### config.mk
export PLATFORM = sky130hd
export DESIGN_NAME = iar_stack
export DESIGN_NICKNAME = d
export VERILOG_FILES = /design/src/rtl/cpu_pkg.sv /design/src/rtl/iar_stack_lifo.sv /design/src/rtl/iar_stack.sv
export SDC_FILE = /design/constraint.sdc
export NUM_CORES = 1
export LEC_CHECK = 0
export BUFFER_PORTS_ARGS = -buffer_cell sky130_fd_sc_hd__buf_2
export CORE_AREA = 2 2 132 95
export CTS_CLUSTER_SIZE = 28
export DETAILED_ROUTE_END_ITERATION = 12
export DIE_AREA = 0 0 134 97
export GPL_TIMING_DRIVEN = 0
export PLACE_DENSITY = 0.9
export SYNTH_ARGS = -nofsm -noshare
export SYNTH_HDL_FRONTEND = slang
export SYNTH_SLANG_ARGS = --single-unit
### constraint.sdc
create_clock -name clk -period 6.16 [get_ports clk]
set_clock_uncertainty 0.2 [all_clocks]
set_input_delay 0.616 -clock clk [delete_from_list [all_inputs] [get_ports clk]]
set_output_delay 0.616 -clock clk [all_outputs]
set_load 0.05 [all_outputs]
### src/rtl/cpu_pkg.sv
// Shared CPU definitions for the exception/return path: default restart PC,
// saved-entry layout and the restart-PC adjustment.
package cpu_pkg;

    localparam int PC_WIDTH = 32;
    localparam logic [PC_WIDTH-1:0] RESET_PC_DEFAULT = 32'h0001_0000;

    typedef struct packed {
        logic [PC_WIDTH-1:0] pc;
        logic                s_u;
    } iar_entry_t;

    // Stores and traps restart one instruction later than other faults.
    function automatic logic [PC_WIDTH-1:0] iar_adj_f(
        input logic [PC_WIDTH-1:0] pc_8,
        input logic                trap_store
    );
        return pc_8 - (trap_store ? PC_WIDTH'(4) : PC_WIDTH'(8));
    endfunction

endpackage

### src/rtl/iar_stack_lifo.sv
// Generic DEPTH x W register LIFO with push, pop and replace-top.
// Entry 0 is always the top; vacated slots are refilled with zero.
module iar_lifo #(
    parameter int W     = 33,
    parameter int DEPTH = 4,
    parameter int LW    = $clog2(DEPTH + 1)
) (
    input  logic          clk,
    input  logic          reset,
    input  logic          push,
    input  logic          pop,
    input  logic [W-1:0]  din,
    output logic [W-1:0]  top,
    output logic [LW-1:0] level,
    output logic          empty,
    output logic          full
);

    logic [W-1:0] mem [DEPTH];
    logic         do_push;
    logic         do_pop;
    logic         do_replace;

    assign empty = (level == '0);
    assign full  = (level == LW'(DEPTH));
    assign top   = mem[0];

    // Simultaneous push and pop on an empty stack degenerates to a push.
    assign do_replace = push & pop & ~empty;
    assign do_push    = push & ~full & ~do_replace;
    assign do_pop     = pop & ~push & ~empty;

    always_ff @(posedge clk or posedge reset) begin
        if (reset) begin
            level <= '0;
            for (int i = 0; i < DEPTH; i++) mem[i] <= '0;
        end else if (do_replace) begin
            mem[0] <= din;
        end else if (do_push) begin
            mem[0] <= din;
            for (int i = 1; i < DEPTH; i++) mem[i] <= mem[i-1];
            level <= level + LW'(1);
        end else if (do_pop) begin
            for (int i = 0; i < DEPTH - 1; i++) mem[i] <= mem[i+1];
            mem[DEPTH-1] <= '0;
            level <= level - LW'(1);
        end
    end

endmodule

### src/rtl/iar_stack.sv
// Interrupt-address-register stack: saves restart PC and mode on each
// exception (nestable) and returns them on return-from-exception.
module iar_stack
    import cpu_pkg::*;
#(
    parameter int               WIDTH    = PC_WIDTH,
    parameter int               DEPTH    = 4,
    parameter logic [WIDTH-1:0] RESET_PC = WIDTH'(RESET_PC_DEFAULT)
) (
    input  logic                         clk,
    input  logic                         reset,
    input  logic                         exception,
    input  logic                         rfe,
    input  logic                         memwrite,
    input  logic                         oint_ex,
    input  logic                         trap,
    input  logic [WIDTH-1:0]             pc_8_in,
    input  logic                         s_u_in,
    output logic [WIDTH-1:0]             pc_out,
    output logic                         s_u_out,
    output logic [$clog2(DEPTH+1)-1:0]   level,
    output logic                         empty,
    output logic                         full,
    output logic                         overflow,
    output logic                         underflow
);

    logic             trap_store;
    logic [WIDTH-1:0] saved_pc;
    logic [WIDTH:0]   top;

    assign trap_store = (memwrite & oint_ex) | trap;

    generate
        if (WIDTH == PC_WIDTH) begin : g_pkg_adj
            assign saved_pc = iar_adj_f(pc_8_in, trap_store);
        end else begin : g_local_adj
            assign saved_pc = pc_8_in - (trap_store ? WIDTH'(4) : WIDTH'(8));
        end
    endgenerate

    iar_lifo #(
        .W     (WIDTH + 1),
        .DEPTH (DEPTH)
    ) u_lifo (
        .clk   (clk),
        .reset (reset),
        .push  (exception),
        .pop   (rfe),
        .din   ({saved_pc, s_u_in}),
        .top   (top),
        .level (level),
        .empty (empty),
        .full  (full)
    );

    // Empty slots hold zero, so only the PC needs the reset default.
    assign pc_out  = empty ? RESET_PC : top[WIDTH:1];
    assign s_u_out = top[0];

    always_ff @(posedge clk or posedge reset) begin
        if (reset) begin
            overflow  <= 1'b0;
            underflow <= 1'b0;
        end else begin
            if (exception & ~rfe & full)
                overflow <= 1'b1;
            if (rfe & ~exception & empty)
                underflow <= 1'b1;
        end
    end

endmodule

==> metrics.csv <==
stage,metric,value,unit
run_status,status,"finished, final reports clean",
clocking,clk_pin_slew_worst_paths,0.06,ns
placed_design,place_ws,2.824,ns
floorplanning,io_pins,80,
timing,tightest_slew,0.8327,ns
yosys,synth.mux.area_fraction,0.3197,%
detailed_routing,wl_per_cell,18.72,um
final_layout,n_fill_cell,879,
min_path,hold_start,pc_8_in[0],
final_layout,drive_above_1_share,14.16,%
detailed_routing,detail_route.iter0.violations,906,
detailed_routing,routed_wl,19460,um
power,power.density,542.8,nW/um2
setup_path,cp_cell_sequence,"or3_1, clkbuf_1, clkbuf_1, and2_1, buf_2",
yosys,synth_ff_type,dfrtp_1,
clocking,cts.sinks,137,
detailed_routing,ant_nets,0,
clocking,cts-root-buf,clkbuf_16,
detailed_routing,num_vias,6386,
yosys,yosys_warnings,0,
final_layout,nets,914,
yosys,syn_avg_cell_area,8.640,um2
yosys,ys_ff_latch,137,
setup_path,start_kind,register,
final_layout,synthToLayoutAreaGrowth,17.70,%
setup_path,end_kind,output port,
floorplanning,die_area,13000,um2
setup_path,slowest_stage,dfrtp_1,
setup_path,crit_path_max_fanout,10,
floorplanning,die_w,134,um
detailed_routing,dr.pass1.iters,6,
yosys,synth_compound_area_share,13.17,%
timing,max_slew_margin,43.98,%
yosys,ys_async_sr_fraction,100.0,%
yosys,synth-xor-area-share,3.423,%
yosys,netlist_instances,770,
power,ir_drop,315.3,uV
floorplanning,initial_core_util,57.34,%
yosys,seq_area_frac_synth,51.53,%
yosys,synth_cell_types,42,
global_routing,grt_pass1_wl,30960,um
setup_path,critPathLaunch,u_lifo.level[0],
detailed_routing,drcViolationCount,0,
setup_path,cp.arrival,2.43,ns
timing,rsz0062_at_grt,no,
job,maxCapViolations,0,
setup_path,crit_top_cell,clkbuf_1,
global_routing,grt_pass1_vias,6000,
timing,fin_crit,3.241,ns
clocking,cts_made_buffers,17,
detailed_routing,via_per_inst,6.140,
min_path,hold_class,input port to register,
placed_design,place_inst,1007,
global_routing,grt.overflow.total,0,
timing,holdWs,0.2026,ns
final_layout,antenna_cells,0,
placed_design,numPortBuffers,79,
setup_path,critPathRequiredTime,5.34,ns
clocking,clk_path_buf_depth,2,
clocking,cts_tree,built,
setup_path,reg2reg_from,u_lifo.level[0],
yosys,synthAdderAreaFrac,0.9780,%
timing,hold_viol_final,0,
power,power.leakage,3.588,nW
placed_design,dp_hpwl,13270,um
placed_design,gp_congestion,0.8925,
timing,post-route-period-util,52.61,%
global_routing,antenna_found_initial,1,
yosys,syn_area,6653,um2
floorplanning,core_area,11600,um2
yosys,synth_edf_count,0,
setup_path,path_buf_inv,3,
floorplanning,fp-row-count,33,
final_layout,finalNonFillerCells,1040,
timing,fin_tns_setup,0,ns
global_routing,grt_max_degree,102,
clocking,insertion_delay,0.43,ns
yosys,synth_nets,814,
yosys,synth_top_family_by_area,simple AND/OR/NAND/NOR gates,
floorplanning,die_h,97,um
timing,slew_violations,0,
setup_path,critical-path-top-delay-family,buffers and inverters,
global_routing,grt_usage,30.91,%
timing,setup_viol,0,
clocking,htreeDepth,4,
setup_path,path_class,register to output port,
yosys,synth_simple_gate_area_share,26.29,%
timing,setup_slack,2.919,ns
timing,max_clock_freq,0.3085,GHz
setup_path,cpPeakStageDelay,0.50,ns
-- logic make-up (layout without fill, tap and decap cells) --
group / Yosys count / count (layout)
AND/OR/NAND/NOR: 398 / 398
multiplexers: 2 / 2
AO/OA/AOI/OAI: 135 / 135
buffers and inverters: 68 / 181
flip-flops: 137 / 137
XOR/XNOR: 26 / 26
adder cells (fa/ha/maj): 4 / 4
-- sequential cells by signal, indices dropped and copies added, names as in the netlist --
signal        flops
u_lifo.top       33
u_lifo.level      3
overflow          1
underflow         1
u_lifo.mem       99
-- worst reg2reg max path, cell delays in order, from the launching register on --
cell	delay, ns
dfrtp_1	0.47
nor2_1	0.13
nand2_1	0.07
and3_1	0.17
clkbuf_1	0.25
inv_1	0.20
clkbuf_1	0.33
clkbuf_1	0.50
fa_1	0.51
mux2_2	0.27
-- report_power, final --
| group | internal (mW) | total [mW] | switching, mW | leakage (nW) |
|---|---|---|---|---|
| clock network | 0.521 | 0.945 | 0.424 | 0.243 |
| registers | 1.31 | 1.65 | 0.339 | 1.64 |
| logic | 0.505 | 1.65 | 1.15 | 1.70 |
| total | 2.34 | 4.25 | 1.91 | 3.59 |
-- Yosys cell counts, types with 6 or more instances --
cell / count / area, um2
a22oi_1: 24 / 180.2
a31oi_1: 66 / 412.9
and2_1: 31 / 193.9
clkbuf_1: 45 / 168.9
dfrtp_1: 137 / 3428
inv_1: 12 / 45.04
nand2_1: 204 / 765.7
nand3_1: 38 / 190.2
nor2_1: 83 / 311.6
nor3_1: 7 / 35.03
nor4_1: 6 / 37.54
o21ai_0: 26 / 130.1
or3_1: 6 / 37.54
xnor2_1: 12 / 105.1
xor2_1: 14 / 122.6
-- per-stage QoR --
stage | area [um2] | power, mW | util [%]
3_3_place_gp | 7244 | 3.191 | 62.44
2_1_floorplan | 6653 | 2.791 | -
3_5_place_dp | 7277 | 3.268 | 62.72
4_1_cts | 7830 | 4.216 | 67.49
6_report | 7830 | 4.250 | 67.49
5_1_grt | 7830 | 4.475 | 67.49
-- path summary, 6_finish.rpt --
kind,slack (ns),to,cells after the start
worst min register to register,0.26,underflow,1
max in group asynchronous,4.44,u_lifo.mem[20],4
worst max register to register,2.95,u_lifo.level[1],9
worst min-delay path,0.20,u_lifo.top[1],3
worst max-delay path,2.92,pc_out[12],5
min in group asynchronous,0.51,u_lifo.top[27],3
-- per-layer routing --
layer | share of wire (%) | vias to the layer above | global-route usage, %
met5 | 0.067 | - | 0
li1 | - | 2826 | -
met4 | 2.8 | 2 | 12.68
met3 | 14 | 69 | 10.80
met2 | 44 | 461 | 44.06
met1 | 39 | 3028 | 43.15
-- timing repair --
| action | CTS | global route |
|---|---|---|
| resized for setup | 0 | 0 |
| setup buffers | 0 | 0 |
| hold buffers | 1 | 0 |
| endpoints found under the hold margin | 36 | 0 |
-- area by class of cell --
type	instances	area (um2)	share of cell area, %
tap	157	196.4	2.509
timing repair buffer	81	432.9	5.529
clock buffer	18	429.2	5.481
clock inverter	14	113.9	1.454
buffer	56	240.2	3.068
inverter	12	50.05	0.6392
multi-input combinational	565	2939	37.54
sequential	137	3428	43.78
-- cell usage in the layout (no fill, tap or decap), types with 2 or more instances in the layout --
master	netlist	routed
nand2_1	204	204
dfrtp_1	137	137
buf_2	4	83
nor2_1	83	83
a31oi_1	66	66
clkbuf_1	45	46
nand3_1	38	38
and2_1	31	31
o21ai_0	26	26
a22oi_1	24	24
clkbuf_16	0	17
xor2_1	14	14
xnor2_1	12	12
inv_1	12	11
nor3_1	7	7
inv_6	0	7
clkinvlp_4	0	7
or3_1	6	6
nor4_1	6	6
a21oi_1	5	5
a221o_1	5	5
nor4b_1	4	4
nand4_1	4	4
buf_1	4	4
or4_4	3	3
a222oi_1	3	3
nand2b_1	2	2
nand4b_1	2	2
and3_1	2	2
clkbuf_8	2	2
or2_2	2	2
a21o_1	2	2
fa_1	2	2
ha_1	2	2
No activity file was read; power rests on OpenSTA's default activity.
